===== src/rtl/mips_pipe_pkg.sv =====
// Shared definitions for the MIPS pipeline stage registers: per-stage widths
// and the occupancy state encoding used by pipeline_stage_reg.
package mips_pipe_pkg;

  localparam int IFID_CTRL_W  = 1;
  localparam int IFID_DATA_W  = 64;
  localparam int IDEX_CTRL_W  = 13;
  localparam int IDEX_DATA_W  = 143;
  localparam int EXMEM_CTRL_W = 5;
  localparam int EXMEM_DATA_W = 71;
  localparam int MEMWB_CTRL_W = 2;
  localparam int MEMWB_DATA_W = 69;

  // bit0 = main register full, bit1 = skid full
  typedef enum logic [1:0] {
    ST_EMPTY = 2'b00,
    ST_FULL  = 2'b01,
    ST_SKID  = 2'b11
  } pipe_state_e;

endpackage


===== src/rtl/pipe_skid_buf.sv =====
// One-entry holding register with a valid bit; catches the beat that arrives
// while the main register is stalled.
module pipe_skid_buf #(
  parameter int W = 1
) (
  input  logic         i_clk,
  input  logic         i_rst_n,
  input  logic         i_clr,
  input  logic         i_load,
  input  logic         i_pop,
  input  logic [W-1:0] i_data,
  output logic         o_valid,
  output logic [W-1:0] o_data
);

  logic         r_valid;
  logic [W-1:0] r_data;

  always_ff @(posedge i_clk or negedge i_rst_n) begin
    if (!i_rst_n) begin
      r_valid <= 1'b0;
      r_data  <= '0;
    end else if (i_clr) begin
      r_valid <= 1'b0;
    end else if (i_load) begin
      r_valid <= 1'b1;
      r_data  <= i_data;
    end else if (i_pop) begin
      r_valid <= 1'b0;
    end
  end

  assign o_valid = r_valid;
  assign o_data  = r_data;

endmodule


===== src/rtl/pipeline_stage_reg.sv =====
// Generic valid/ready pipeline stage register with bubble-on-empty control,
// hazard flush, optional skid buffer and a saturating stall counter.
module pipeline_stage_reg
  import mips_pipe_pkg::*;
#(
  parameter int CTRL_W  = 13,
  parameter int DATA_W  = 143,
  parameter bit SKID_EN = 1'b1,
  parameter int CNT_W   = 16
) (
  input  logic              clk,
  input  logic              reset,
  input  logic              flush,
  input  logic              in_valid,
  output logic              in_ready,
  input  logic [CTRL_W-1:0] in_ctrl,
  input  logic [DATA_W-1:0] in_data,
  output logic              out_valid,
  input  logic              out_ready,
  output logic [CTRL_W-1:0] out_ctrl,
  output logic [DATA_W-1:0] out_data,
  output logic [CNT_W-1:0]  stall_cnt
);

  localparam int BW = CTRL_W + DATA_W;

  pipe_state_e       r_state, w_nxt;
  logic [CTRL_W-1:0] r_ctrl;
  logic [DATA_W-1:0] r_data;
  logic [CNT_W-1:0]  r_stall;

  logic          w_accept, w_emit;
  logic          w_load_in, w_load_skid, w_bubble;
  logic          w_skid_load, w_skid_pop, w_skid_vld;
  logic [BW-1:0] w_skid_q;

  assign out_valid = (r_state != ST_EMPTY);
  assign w_accept  = in_valid & in_ready;
  assign w_emit    = out_valid & out_ready;

  generate
    if (SKID_EN) begin : g_skid
      pipe_skid_buf #(.W(BW)) u_skid (
        .i_clk   (clk),
        .i_rst_n (reset),
        .i_clr   (flush),
        .i_load  (w_skid_load),
        .i_pop   (w_skid_pop),
        .i_data  ({in_ctrl, in_data}),
        .o_valid (w_skid_vld),
        .o_data  (w_skid_q)
      );
      assign in_ready = ~w_skid_vld;
    end else begin : g_noskid
      logic w_unused;
      assign w_skid_vld = 1'b0;
      assign w_skid_q   = '0;
      assign w_unused   = ^{w_skid_load, w_skid_pop, w_skid_vld};
      assign in_ready   = out_ready | ~out_valid;
    end
  endgenerate

  always_ff @(posedge clk or negedge reset) begin
    if (!reset) r_state <= ST_EMPTY;
    else        r_state <= w_nxt;
  end

  always_comb begin
    w_nxt = r_state;
    if (flush) begin
      w_nxt = ST_EMPTY;
    end else begin
      case (r_state)
        ST_EMPTY: if (w_accept) w_nxt = ST_FULL;
        ST_FULL: begin
          // without a skid, accept while stalled cannot happen (in_ready=0)
          if (w_accept && !w_emit)      w_nxt = SKID_EN ? ST_SKID : ST_FULL;
          else if (!w_accept && w_emit) w_nxt = ST_EMPTY;
        end
        ST_SKID:  if (w_emit) w_nxt = ST_FULL;
        default:  w_nxt = ST_EMPTY;
      endcase
    end
  end

  always_comb begin
    w_load_in   = 1'b0;
    w_load_skid = 1'b0;
    w_bubble    = 1'b0;
    w_skid_load = 1'b0;
    w_skid_pop  = 1'b0;
    if (!flush) begin
      case (r_state)
        ST_EMPTY: w_load_in = w_accept;
        ST_FULL: begin
          w_load_in   = w_accept & w_emit;
          w_skid_load = w_accept & ~w_emit;
          w_bubble    = ~w_accept & w_emit;
        end
        ST_SKID: begin
          w_load_skid = w_emit;
          w_skid_pop  = w_emit;
        end
        default: w_bubble = 1'b1;
      endcase
    end
  end

  // out_data deliberately survives bubbles and flushes; only ctrl is zeroed
  always_ff @(posedge clk or negedge reset) begin
    if (!reset) begin
      r_ctrl <= '0;
      r_data <= '0;
    end else if (flush || w_bubble) begin
      r_ctrl <= '0;
    end else if (w_load_in) begin
      r_ctrl <= in_ctrl;
      r_data <= in_data;
    end else if (w_load_skid) begin
      {r_ctrl, r_data} <= w_skid_q;
    end
  end

  always_ff @(posedge clk or negedge reset) begin
    if (!reset)
      r_stall <= '0;
    else if (out_valid && !out_ready && !(&r_stall))
      r_stall <= r_stall + CNT_W'(1);
  end

  assign out_ctrl  = r_ctrl;
  assign out_data  = r_data;
  assign stall_cnt = r_stall;

endmodule


===== config.mk =====
export PLATFORM = sky130hd
export DESIGN_NAME = pipeline_stage_reg
export DESIGN_NICKNAME = d
export VERILOG_FILES = /design/src/rtl/mips_pipe_pkg.sv /design/src/rtl/pipe_skid_buf.sv /design/src/rtl/pipeline_stage_reg.sv
export SDC_FILE = /design/constraint.sdc
export NUM_CORES = 1
export LEC_CHECK = 0
export ABC_CLOCK_PERIOD_IN_PS = 5170
export CAP_MARGIN = 5
export CORE_MARGIN = 2
export CORE_UTILIZATION = 56
export CTS_BUF_LIST = sky130_fd_sc_hd__clkbuf_4
export DETAILED_ROUTE_END_ITERATION = 12
export GPL_TIMING_DRIVEN = 1
export HOLD_SLACK_MARGIN = 0.08
export PLACE_DENSITY = 0.88
export SLEW_MARGIN = 20
export SYNTH_ARGS = -nofsm -noshare
export SYNTH_HDL_FRONTEND = slang
export SYNTH_SLANG_ARGS = --single-unit

===== constraint.sdc =====
create_clock -name clk -period 5.17 [get_ports clk]
set_input_delay 1.2925 -clock clk [delete_from_list [all_inputs] [get_ports clk]]
set_output_delay 1.2925 -clock clk [all_outputs]
set_load 0.05 [all_outputs]

==> metrics <==
outcome=completed; Psw=0.00503 W; top layer in use=met5; synthesis-to-finish area growth=31.0%; Min Hold Slack=478 ps; CP Capture Type=output port; hold wc startpoint=out_data[15]; core area=25800 um2; CTS Buf Count=85; Yosys top cell area share=56.8%; hpwl dp=22.6 mm; WS Path Type=reg2out; max incr delay on CP=790 ps; die area=27400 um2; DR pass1 iterations=5; quantity of I/O buffers inserted on ports=334; Worst EP arrival=2240 ps; most frequent CP cell=inv_1; setup_tns=0 ps; Placed Area=18100 um2; Avg Vias per Cell=5.36; Total GRT Usage=24.9%; PwrDens=647 nW/um2; Comb power frac=46.1%; PostCTS Resize Cnt=0; storage element area=8280 um2; Leakage=9.68 nW; routability cong.=0.795; Starting Density=56.5%; Cell Area, Synth=14600 um2; maximum VDD drop=0.000453 V; drt drc=0; Clk Latency, worst-skew pair=680 ps; CP Cell Sequence=inv_1, ha_1, inv_1, clkdlybuf4s50_1; Final setup viols=0; Int Pwr=0.00735 W; Reg2Reg Launch Point=r_state[1]; Synth async-reset ratio=100%; CP required=3880 ps; post-route met1 wirelength=14.3 mm; setup bufs post-CTS=0; DR WL/cell=18.5 um; footprint of the multi-input gates=5780 um2; CTS Buffer Depth=3; top cells by area, synth=dfrtp_1 (57%), mux2_4 (14%), mux2i_1 (11%); row cnt=59; met3 routed WL=2.72 mm; Yosys cell types=35; Period minus WS final=3530 ps; max_cap viols=0; layout cell share with drive strength beyond 1=20.0%; Synthesized Nets=1278; area leader, netlist=dfrtp_1; Worst Setup SP=r_state[1]; Die X=165 um; #FFs+latches synth=331; register share of total power=36.0%; EDFF count, synth=0; Final ANT Viol Nets=0; Final Cycle Share=68.3%; Total Wirelength=34.5 mm; WL met2=16.6 mm; Worst path top cell family by delay=buffers and inverters; CTS Hold Bufs=0; gr ovfl total=0; Startpoint Class=register; Worst Skew=39.2 ps; switch share=40.6%; Root Driver=clkbuf_4; largest net degree at the start of global routing=159; clock transition at the registers of the reported paths=70 ps; Layout Nets=1642; 1st-iter DRT viols=658; Hold Path Class=reg2reg; Slew headroom=36.8%; count leader, synth=dfrtp_1; die span in y=165 um; io pins=335; # fillers=1652; Synth Warn #=0; vias in the first global route=10600; Crit Path Max Fanout=5; Slew Limit Fails=0; Final Util=74.0%; Crit path buffers/inverters=3; first-pass GRT wire length=54.0 mm; commonest cells in the netlist=dfrtp_1 (331), nand2_1 (166), mux2i_1 (159); CTS tree=done; Clock power frac=18.0%; fmax=0.283 GHz; CTS sink count=331; crit path max-delay cell type=clkdlybuf4s50_1; post-synthesis sequential area ratio=56.8%; Worst Tran Pin Value=948 ps; Mapped Cells=1112; H-tree Lvls=3; RSZ-0062 raised after global routing=false; Vias=9995; initial antenna violation count=3; prevailing post-synth register cell=dfrtp_1; Avg Cell Area, Syn=13.1 um2; Hold Fails Final Rpt=0; Final Cell Area=19100 um2
[flip-flops by register name, summed over array words and instances, names as in the netlist]
name                   flops
g_skid.u_skid.o_data     156
g_skid.u_skid.o_valid      1
out_ctrl                  13
out_data                 143
r_state                    2
stall_cnt                 16
[cell usage in the layout (no fill, tap or decap), types with 2 or more instances in the layout]
cell type and instances:
diode_2 2, clkbuf_4 122, mux2i_1 159, xnor2_1 10, mux2_4 140, bufinv_16 2
and3_1 2, clkinvlp_4 2, clkdlybuf4s50_1 333, buf_12 9, nor2_1 10, inv_1 8
clkinv_1 10, xor2_1 4, o21ai_0 135, dfrtp_1 331, a21oi_1 6, nand2_1 166
buf_4 4, mux2_2 16, inv_2 3, nand4_1 3, nand3_1 8, nor3_1 2
o21ai_1 22, ha_1 5
[per-stage QoR]
stage                     instances  setup WS, ps  power (W)
after global routing           1865          1490     0.0130
after CTS                      1863          1560     0.0125
after global placement         1724          1500    0.00993
after detailed placement       1724          1480     0.0102
after floorplan                1112          2620    0.00834
final                          1865          1640     0.0124
[area by class of cell]
cell class,instances,area share [%]
antenna,2,0.0262
clock buffer,122,4.79
clock inverter,17,0.648
inverter,8,0.157
multi-input combinational,703,30.2
sequential,331,43.3
tap,335,2.19
timing repair buffer,347,18.6
[power by group through the flow]
stage,combinational [W],sequential (W),clock (W)
4_1_cts,0.00574,0.00444,0.00229
6_report,0.00570,0.00445,0.00222
3_3_place_gp,0.00553,0.00440,0
2_1_floorplan,0.00223,0.00611,0
5_1_grt,0.00603,0.00458,0.00242
3_5_place_dp,0.00573,0.00444,0
[final timing paths]
path	end	slack, ps	cells past startpoint
hold / removal	out_data[15]	480	2
setup reg to reg	g_skid.u_skid.o_data[29]	2540	7
max in group asynchronous	g_skid.u_skid.o_data[20]	3350	2
setup / recovery	out_valid	1640	4
hold reg to reg	out_data[15]	480	2
min in group asynchronous	out_data[52]	690	1
[cells by family after synthesis]
logic type	synth area share (%)
compound gates	6.00
xor+xnor	0.840
flops	56.8
simple gates	5.62
fa+ha+maj	0.429
buf+inv	3.79
mux	26.6
[routing by layer]
metal	global-route usage, %	vias up
met5	0	-
met4	10.2	2
met3	7.42	72
met2	40.2	345
met1	31.7	4953
li1	-	4623
[tightest hold or removal path, delay by kind of cell (launching register included)]
| family | cells | cell delay [ps] |
|---|---|---|
| compound gates | 1 | 60 |
| flops | 1 | 340 |
| simple gates | 1 | 40 |
Note: power is estimated with default switching activity, not from simulation.
